## config.mk

```make
export PLATFORM = sky130hd
export DESIGN_NAME = conv2_sched_flat
export DESIGN_NICKNAME = d
export VERILOG_FILES = /design/src/rtl/conv2_pkg.sv /design/src/rtl/conv2_if.sv /design/src/rtl/conv2_pos_cnt.sv /design/src/rtl/conv2_sched.sv /design/src/flat_wrapper.sv
export SDC_FILE = /design/constraint.sdc
export NUM_CORES = 1
export LEC_CHECK = 0
export CORE_MARGIN = 4
export CORE_UTILIZATION = 45
export CTS_CLUSTER_DIAMETER = 100
export DETAILED_ROUTE_END_ITERATION = 8
export HOLD_SLACK_MARGIN = 0.15
export MAX_ROUTING_LAYER = met4
export PLACE_DENSITY_LB_ADDON = 0.3
export SETUP_SLACK_MARGIN = 0.15
export SLEW_MARGIN = 40
export SYNTH_ARGS = -nofsm -noshare
export SYNTH_HDL_FRONTEND = slang
export SYNTH_SLANG_ARGS = --single-unit
```

## constraint.sdc

```tcl
create_clock -name clk -period 1.9 [get_ports clk]
set_input_delay 0.38 -clock clk [delete_from_list [all_inputs] [get_ports clk]]
set_output_delay 0.38 -clock clk [all_outputs]
set_load 0.005 [all_outputs]
```

## src/rtl/conv2_pkg.sv

```systemverilog
// Shared constants, state encodings and helpers for the conv2 scheduler.
// Geometry here must match the window line buffer and MAC datapath it drives.
package conv2_pkg;

    localparam int IN_W   = 12;
    localparam int IN_H   = 12;
    localparam int K      = 5;
    localparam int NUM_OC = 12;

    localparam int OUT_W = IN_W - K + 1;
    localparam int OUT_H = IN_H - K + 1;

    localparam int IN_CW  = $clog2(IN_W);
    localparam int IN_RW  = $clog2(IN_H);
    localparam int OUT_CW = $clog2(OUT_W);
    localparam int OUT_RW = $clog2(OUT_H);
    localparam int OC_W   = $clog2(NUM_OC);

    typedef logic [1:0] state_t;

    localparam state_t IDLE  = 2'd0;
    localparam state_t SCAN  = 2'd1;
    localparam state_t ISSUE = 2'd2;
    localparam state_t DONE  = 2'd3;

    // A window is complete once the buffer holds K full rows and K columns.
    function automatic logic window_ready(input logic [IN_CW-1:0] col,
                                          input logic [IN_RW-1:0] row);
        return (col >= IN_CW'(K - 1)) && (row >= IN_RW'(K - 1));
    endfunction

endpackage

```

## src/rtl/conv2_if.sv

```systemverilog
// Handshake and result-tag bundle between the conv2 scheduler and its neighbours.
interface conv2_if;
    import conv2_pkg::*;

    logic              start;
    logic              pix_valid;
    logic              pix_ready;
    logic [OC_W-1:0]   oc_sel;
    logic              calc_valid;
    logic [OUT_CW-1:0] out_col;
    logic [OUT_RW-1:0] out_row;
    logic              pair_last;
    logic              row_last;
    logic              busy;
    logic              done;

    modport master (
        output start, pix_valid,
        input  pix_ready, oc_sel, calc_valid, out_col, out_row,
               pair_last, row_last, busy, done
    );

    modport slave (
        input  start, pix_valid,
        output pix_ready, oc_sel, calc_valid, out_col, out_row,
               pair_last, row_last, busy, done
    );

endinterface

```

## src/rtl/conv2_pos_cnt.sv

```systemverilog
// Column/row raster counter: column wraps at W-1 and bumps the row, row wraps at H-1.
module conv2_pos_cnt #(
    parameter int W  = 12,
    parameter int H  = 12,
    parameter int CW = $clog2(W),
    parameter int RW = $clog2(H)
) (
    input  logic          clk,
    input  logic          rst,
    input  logic          clr,
    input  logic          en,
    output logic [CW-1:0] col,
    output logic [RW-1:0] row,
    output logic          col_wrap,
    output logic          last
);

    logic [CW-1:0] col_q, col_d;
    logic [RW-1:0] row_q, row_d;

    always_comb begin
        col_wrap = (col_q == CW'(W - 1));
        last     = col_wrap && (row_q == RW'(H - 1));
        col      = col_q;
        row      = row_q;
    end

    // Clear has priority so a fresh frame always starts at the origin.
    always_comb begin
        col_d = col_q;
        row_d = row_q;
        if (clr) begin
            col_d = '0;
            row_d = '0;
        end else if (en) begin
            if (col_wrap) begin
                col_d = '0;
                row_d = last ? '0 : row_q + 1'b1;
            end else begin
                col_d = col_q + 1'b1;
            end
        end
    end

    always_ff @(posedge clk) begin
        if (rst) begin
            col_q <= '0;
            row_q <= '0;
        end else begin
            col_q <= col_d;
            row_q <= row_d;
        end
    end

endmodule

```

## src/rtl/conv2_sched.sv

```systemverilog
// conv2 sequencer: tracks pixel position, gates warm-up windows and
// time-shares the MAC datapath over NUM_OC output channels per valid window.
module conv2_sched
    import conv2_pkg::*;
(
    input  logic  clk,
    input  logic  rst,
    conv2_if.slave bus
);

    localparam logic [OC_W-1:0]   OC_LAST  = OC_W'(NUM_OC - 1);
    localparam logic [OUT_CW-1:0] COL_LAST = OUT_CW'(OUT_W - 1);
    localparam logic [OUT_RW-1:0] ROW_LAST = OUT_RW'(OUT_H - 1);

    state_t            state_q, state_d;
    logic [OC_W-1:0]   oc_q, oc_d;
    logic [OUT_CW-1:0] out_col_q, out_col_d;
    logic [OUT_RW-1:0] out_row_q, out_row_d;

    logic              cnt_clr;
    logic              cnt_en;
    logic              accept;
    logic [IN_CW-1:0]  in_col;
    logic [IN_RW-1:0]  in_row;
    logic              in_wrap;
    logic              in_last;
    logic              unused_pos_flags;

    assign unused_pos_flags = in_wrap ^ in_last;

    conv2_pos_cnt #(
        .W (IN_W),
        .H (IN_H)
    ) u_in_pos (
        .clk      (clk),
        .rst      (rst),
        .clr      (cnt_clr),
        .en       (cnt_en),
        .col      (in_col),
        .row      (in_row),
        .col_wrap (in_wrap),
        .last     (in_last)
    );

    always_ff @(posedge clk) begin
        if (rst) begin
            state_q   <= IDLE;
            oc_q      <= '0;
            out_col_q <= '0;
            out_row_q <= '0;
        end else begin
            state_q   <= state_d;
            oc_q      <= oc_d;
            out_col_q <= out_col_d;
            out_row_q <= out_row_d;
        end
    end

    assign accept = bus.pix_valid && (state_q == SCAN);

    // Next state and counter updates; out_col/out_row only move on a window accept.
    always_comb begin
        state_d   = state_q;
        oc_d      = oc_q;
        out_col_d = out_col_q;
        out_row_d = out_row_q;
        cnt_clr   = 1'b0;
        cnt_en    = 1'b0;
        case (state_q)
            IDLE: begin
                if (bus.start) begin
                    state_d = SCAN;
                    cnt_clr = 1'b1;
                    oc_d    = '0;
                end
            end
            SCAN: begin
                if (accept) begin
                    cnt_en = 1'b1;
                    if (window_ready(in_col, in_row)) begin
                        out_col_d = OUT_CW'(in_col - IN_CW'(K - 1));
                        out_row_d = OUT_RW'(in_row - IN_RW'(K - 1));
                        oc_d      = '0;
                        state_d   = ISSUE;
                    end
                end
            end
            ISSUE: begin
                if (oc_q == OC_LAST) begin
                    oc_d    = '0;
                    state_d = ((out_row_q == ROW_LAST) && (out_col_q == COL_LAST)) ? DONE : SCAN;
                end else begin
                    oc_d = oc_q + 1'b1;
                end
            end
            default: begin
                state_d = IDLE;
            end
        endcase
    end

    always_comb begin
        bus.pix_ready  = (state_q == SCAN);
        bus.calc_valid = (state_q == ISSUE);
        bus.oc_sel     = (state_q == ISSUE) ? oc_q : '0;
        bus.out_col    = out_col_q;
        bus.out_row    = out_row_q;
        bus.pair_last  = (state_q == ISSUE) && out_col_q[0];
        bus.row_last   = (state_q == ISSUE) && (out_col_q == COL_LAST);
        bus.busy       = (state_q != IDLE);
        bus.done       = (state_q == DONE);
    end

endmodule

```

## src/flat_wrapper.sv

```systemverilog
// flat-port wrapper written by rule: the top's interface ports become plain ports
module conv2_sched_flat import conv2_pkg::*;
  (clk, rst, bus_start, bus_pix_valid, bus_pix_ready, bus_oc_sel, bus_calc_valid, bus_out_col, bus_out_row, bus_pair_last, bus_row_last, bus_busy, bus_done);
  conv2_if bus_i ();
  input  logic clk;
  input  logic rst;
  input wire logic [$bits(bus_i.start)-1:0] bus_start;
  input wire logic [$bits(bus_i.pix_valid)-1:0] bus_pix_valid;
  output wire logic [$bits(bus_i.pix_ready)-1:0] bus_pix_ready;
  output wire logic [$bits(bus_i.oc_sel)-1:0] bus_oc_sel;
  output wire logic [$bits(bus_i.calc_valid)-1:0] bus_calc_valid;
  output wire logic [$bits(bus_i.out_col)-1:0] bus_out_col;
  output wire logic [$bits(bus_i.out_row)-1:0] bus_out_row;
  output wire logic [$bits(bus_i.pair_last)-1:0] bus_pair_last;
  output wire logic [$bits(bus_i.row_last)-1:0] bus_row_last;
  output wire logic [$bits(bus_i.busy)-1:0] bus_busy;
  output wire logic [$bits(bus_i.done)-1:0] bus_done;
  assign bus_i.start = bus_start;
  assign bus_i.pix_valid = bus_pix_valid;
  assign bus_pix_ready = bus_i.pix_ready;
  assign bus_oc_sel = bus_i.oc_sel;
  assign bus_calc_valid = bus_i.calc_valid;
  assign bus_out_col = bus_i.out_col;
  assign bus_out_row = bus_i.out_row;
  assign bus_pair_last = bus_i.pair_last;
  assign bus_row_last = bus_i.row_last;
  assign bus_busy = bus_i.busy;
  assign bus_done = bus_i.done;
  conv2_sched u_core (.clk(clk), .rst(rst), .bus(bus_i));
endmodule
```

---- Word-level counts from Yosys, hierarchy flattened ----
Index checks and enable logic that the tools add are counted.
operators by class
  $add $sub $neg .......................... 5
  magnitude comparators ................... 2
  eq/ne operators ......................... 12
  multiplexer cells ....................... 18
  reduce and logical (&&, ||, !) cells .... 14
operators by type and width
  cell                                                                                 count
  4-bit two-way mux                                                                    7
  4-bit by 1-bit adder with 4-bit output, second input constant                        3
  4-bit equality test, second input constant                                           3
  4-bit case mux with 3 select lines                                                   1
  2-bit two-way mux                                                                    5
  4-bit by 3-bit greater-or-equal comparator with 1-bit output, second input constant  2
  4-bit AND reduction                                                                  2
  3-bit equality test, second input constant                                           2
  1-bit logical AND                                                                    6
  2-bit by 1-bit inequality test with 1-bit output, second input constant              3
  2-bit case mux with 3 select lines                                                   1
  3-bit subtractor, second input constant                                              2
  2-bit equality test, second input constant                                           2
  1-bit two-way mux                                                                    4
  3-bit AND reduction                                                                  1
  3-bit nonzero test                                                                   1
  2-bit by 1-bit equality test with 1-bit output, second input constant                1
  2-bit zero test                                                                      1
  2-bit inequality test, second input constant                                         1
  2-bit AND reduction                                                                  1
  2-bit nonzero test                                                                   1
  2-bit OR reduction                                                                   1
storage, ports and cells
  register bits ........................... 20
  output and inout port bits .............. 16

---- Logic depth before layout (Yosys ltp) ----
  depth after elaboration ................. 5
  gate-level depth with buffers ........... 5
  mapped depth without buffers ............ 5

---- Hierarchy ----
From an unflattened synthesis, not the netlist that was laid out.
second synthesis, totals
  cells, all modules ...................... 119
  area, all modules ....................... 1,049.8 um2
by module, submodules not included
  module         times used  cells each  area an instance (um2)  sequential area each (um2)
  conv2_sched    1           71          630.6                   240.2
  conv2_pos_cnt  1           48          419.2                   160.2

---- Least setup slack after synthesis ----
No wires, ideal clock.
  path type ............................... reg2reg
  from .................................... register u_core.state_q[1]
  to ...................................... register u_core.out_col_q[0] (netlist: u_core.bus.out_col[0])
  setup time .............................. 128 ps
  arrival ................................. 1,232 ps
  slack ................................... 540 ps
  stages on the path, launching flop included .. 5
  buffers on the path ..................... 0
  clock period less this slack ............ 1,360 ps
  path through ............................ dfxtp_1 -> nand3b_1 -> nor3_4 -> mux2i_1 -> nor2_1
on the way
  word-level cells in the longest chain between the ends .. 3
RTL lines
  element                                             line                                  source
  start, declared                                     conv2_sched.sv:15                     state_t state_q, state_d;
  start signal, assigned                              conv2_sched.sv:52                     state_q <= state_d;
  2-bit by 1-bit equality test with 1-bit output (*)  conv2_sched.sv:59, conv2_sched.sv:69
  1-bit logical AND                                   conv2_sched.sv:59                     assign accept = bus.pix_valid && (state_q == SCAN);
  3-bit AND reduction (no line) (*)                   -
  end signal, assigned                                conv2_sched.sv:54                     out_col_q <= out_col_d;
  end, declared                                       conv2_sched.sv:17                     logic [OUT_CW-1:0] out_col_q, out_col_d;
Every way passes the cells marked *; elsewhere a longest branch is shown, timed or not.
A chain may end at the register's enable or synchronous reset.

---- Worst setup path after layout ----
  from .................................... register u_core.state_q[0]
  to ...................................... output bus_oc_sel[1]
on the way
  word-level cells in the longest chain between the ends .. 2
RTL lines
  element              line                source
  2-bit equality test  conv2_sched.sv:105  bus.oc_sel = (state_q == ISSUE) ? oc_q : '0;
  4-bit two-way mux    conv2_sched.sv:105
  end, declared        flat_wrapper.sv:10  output wire logic [$bits(bus_i.oc_sel)-1:0] bus_oc_sel;
Every way passes these cells.

==> flow_metrics.py <==
metrics = {
    "outcome": {
        "status": "finished clean",
    },
    "setup_path": {
        "r2r-start": "u_core.state_q[1]",
        "reg2reg_depth": 6,
        "rrSetupSlack_ns": 0.47,
        "crit_family": "buffers and inverters",
        "cp_max_fo": 5,
        "cp_num_buf_inv": 3,
        "slowest_delay_ns": 0.33,
        "arrival_ns": 1.34,
        "crit_type": "reg2out",
        "crit_chain": "nand2b_1 > inv_2 > buf_4 > and2_1 > dlygate4sd2_1",
        "rr_endpoint": "u_core.bus.out_col[2]",
        "worstPathRequired_ns": 1.52,
        "startpoint_type": "flop",
        "critPathSlowestCell": "dfxtp_2",
        "cp-end-kind": "output pin",
    },
    "timing": {
        "maxSlewHeadroom_pct": 72.67,
        "clock.fmax_ghz": 0.5806,
        "finalHoldViolations": 0,
        "tightest_slew_ns": 0.4083,
        "finalSetupTns_ns": 0,
        "slew_violations": 0,
        "min_period_ns": 1.722,
        "final.setup.worst_slack_ns": 0.1778,
        "setup_viol": 0,
        "rsz0062_at_grt": "true",
        "skew_ns": 0.001196,
        "fin_crit_sh_pct": 90.64,
    },
    "final_layout": {
        "antenna_cells": 0,
        "nets": 157,
        "n_fill_cell": 190,
        "syn2layout_area_growth_pct": 32.60,
        "drive_gt1_share_pct": 14.86,
    },
    "global_route": {
        "top_usage_layer": "met2",
        "grt_max_degree": 13,
        "met2_usage_pct": 27.49,
        "first_global_vias": 889,
        "grt_pass1_wl_mm": 3.801,
        "grt_util_met1_pct": 23.42,
        "overflow": 0,
        "antenna_found_initial": 0,
        "met3_usage_pct": 3.815,
        "track_usage_pct": 18.28,
    },
    "synth": {
        "synthFlopType": "dfxtp_1",
        "synth.area.top_cells": "dfxtp_1, nor2_1, a21oi_1, mux2i_1, and2_1",
        "synth_top_area_share_pct": 41.24,
        "seq_area_frac_synth_pct": 41.24,
        "syn_nets": 124,
        "synth_largest_area_cell": "dfxtp_1",
        "syn_inst": 117,
        "ys_types": 32,
        "synthTopCellsByCount": "dfxtp_1, nor2_1, a21oi_1, nand2_1",
        "synth_most_common_cell": "dfxtp_1",
        "synth_enable_flop_cells": 0,
        "netlist_area_sq_um": 970.9,
        "yosysWarningCount": 0,
        "async_flop_share_pct": 0,
        "synth_seq_cells": 20,
        "postSynthAreaPerCell_sq_um": 8.299,
    },
    "cts": {
        "clkLatencyLatePin_ns": 0.29,
        "clock_sinks": 20,
        "cts_inserted_buffers": 3,
        "htree_levels": 1,
        "cts_tree": "done",
        "clockRootBuffer": "clkbuf_4",
        "clk_pin_slew_ns": 0.10,
        "cts_buffer_depth": 2,
    },
    "floorplanning": {
        "io-pin-count": 20,
        "core-area_sq_um": 2002,
        "num_rows": 16,
        "die-area_sq_um": 2965,
        "fp.dieH_um": 54.45,
        "fp.dieW_um": 54.45,
        "start_util_pct": 48.50,
    },
    "detailed_routing": {
        "drc_errors": 0,
        "dr.pass1.iters": 4,
        "ant_nets": 0,
        "vias": 917,
        "drt-vias-per-instance": 5.240,
        "wl_mm": 2.230,
        "drt-initial-drc-count": 17,
        "drt-wirelength-per-cell_um": 12.74,
    },
    "hold_path": {
        "hold_path_class": "reg2reg",
        "min_to": "u_core.u_in_pos.row[1]",
        "min_path_cells": 2,
        "hold_path.startpoint": "u_core.u_in_pos.row[1]",
    },
    "power": {
        "vdd_drop_max_v": 0.0004339,
        "total_power_mw": 0.6660,
        "p_per_area_nw_per_um2": 517.3,
        "p_leak_nw": 0.5648,
    },
    "place": {
        "io_buffers": 19,
        "dp_hpwl_mm": 1.653,
        "place_ws_ns": 0.09843,
        "gp_congestion": 0.8152,
    },
    "run": {
        "max_cap_viol_count": 0,
    },
}
-- state kept, by name, summed over array words and instances, names as in the netlist --
register / count
u_core.bus.out_col: 3
u_core.bus.out_row: 3
u_core.oc_q: 4
u_core.state_q: 2
u_core.u_in_pos.col: 4
u_core.u_in_pos.row: 4
-- timing repair --
action,4_1_cts,5_1_grt
pin swaps,1,0
resized for setup,11,6
hold buffers,0,0
setup endpoints to repair,10,3
buffers inserted,2,1
-- worst max-delay path by stage --
stage	from	end	depth (start not counted)
detailed placement	bus_pix_valid	u_core.bus.out_row[0]	6
finish	u_core.state_q[0]	bus_oc_sel[1]	5
floorplan	u_core.state_q[1]	u_core.bus.out_col[0]	4
global placement	bus_pix_valid	u_core.bus.out_col[2]	6
global route	u_core.state_q[0]	bus_oc_sel[0]	5
CTS	u_core.state_q[0]	bus_row_last	5
-- power breakdown --
group / switching, mW / leakage (nW) / internal, mW / total [mW]
registers: 0.00258 / 0.162 / 0.422 / 0.425
logic: 0.0240 / 0.389 / 0.0225 / 0.0465
clock network: 0.121 / 0.0138 / 0.0739 / 0.195
-- placed cells by master (no fill, tap or decap), drive strengths merged, types with 3 or more instances in the layout --
master,instances
buf,11
dfxtp,20
ha,3
inv,4
nand2,10
clkbuf,4
dlygate4sd2,8
nor3,3
mux2i,5
and2,6
nor2,18
a21oi,11
nor2b,4
nand3,5
o21ai,6
clkdlybuf4s50,9
-- stage by stage --
| stage | utilization, % | cells | area, sq um | hold slack (ns) |
|---|---|---|---|---|
| 6_report | 64.31 | 175 | 1287 | 0.5190 |
| 3_5_place_dp | 62.13 | 169 | 1244 | 0.5037 |
| 3_3_place_gp | 62.13 | 169 | 1244 | 0.4963 |
| 4_1_cts | 63.63 | 174 | 1274 | 0.5177 |
| 5_1_grt | 64.31 | 175 | 1287 | 0.5521 |
| 2_1_floorplan | - | 117 | 970.9 | 0.4528 |
-- worst register-to-register path, delay by kind of cell (launching register included) --
| kind | cells | cell delay [ns] |
|---|---|---|
| AND/OR/NAND/NOR | 3 | 0.48 |
| flip-flops | 1 | 0.34 |
| buffers and inverters | 2 | 0.30 |
| AO/OA/AOI/OAI | 1 | 0.22 |
-- cells by family after synthesis --
| kind of cell | count (synthesis) | synth area share, % |
|---|---|---|
| and+or+nand+nor | 56 | 30.16 |
| AOI/OAI and AO/OA | 26 | 15.98 |
| DFF | 20 | 41.24 |
| buffers and inverters | 6 | 2.706 |
| muxes | 5 | 5.155 |
| adders and majority gates | 3 | 3.866 |
| xor gates and xnor gates | 1 | 0.9022 |
-- routing by layer --
metal / wire length, um / share of wire (%)
met4: 45 / 2.0
met5: 0 / 0
met1: 1059 / 47
met2: 990 / 44
met3: 134 / 6.0
-- final cells by class --
class | instances | area (sq um) | share of cell area, %
tap | 27 | 33.78 | 2.624
sequential | 20 | 402.9 | 31.29
clock buffer | 3 | 22.52 | 1.749
timing repair buffer | 30 | 264.0 | 20.51
multi-input combinational | 91 | 549.3 | 42.66
inverter | 4 | 15.01 | 1.166
Power figures use the tool's default switching activity.
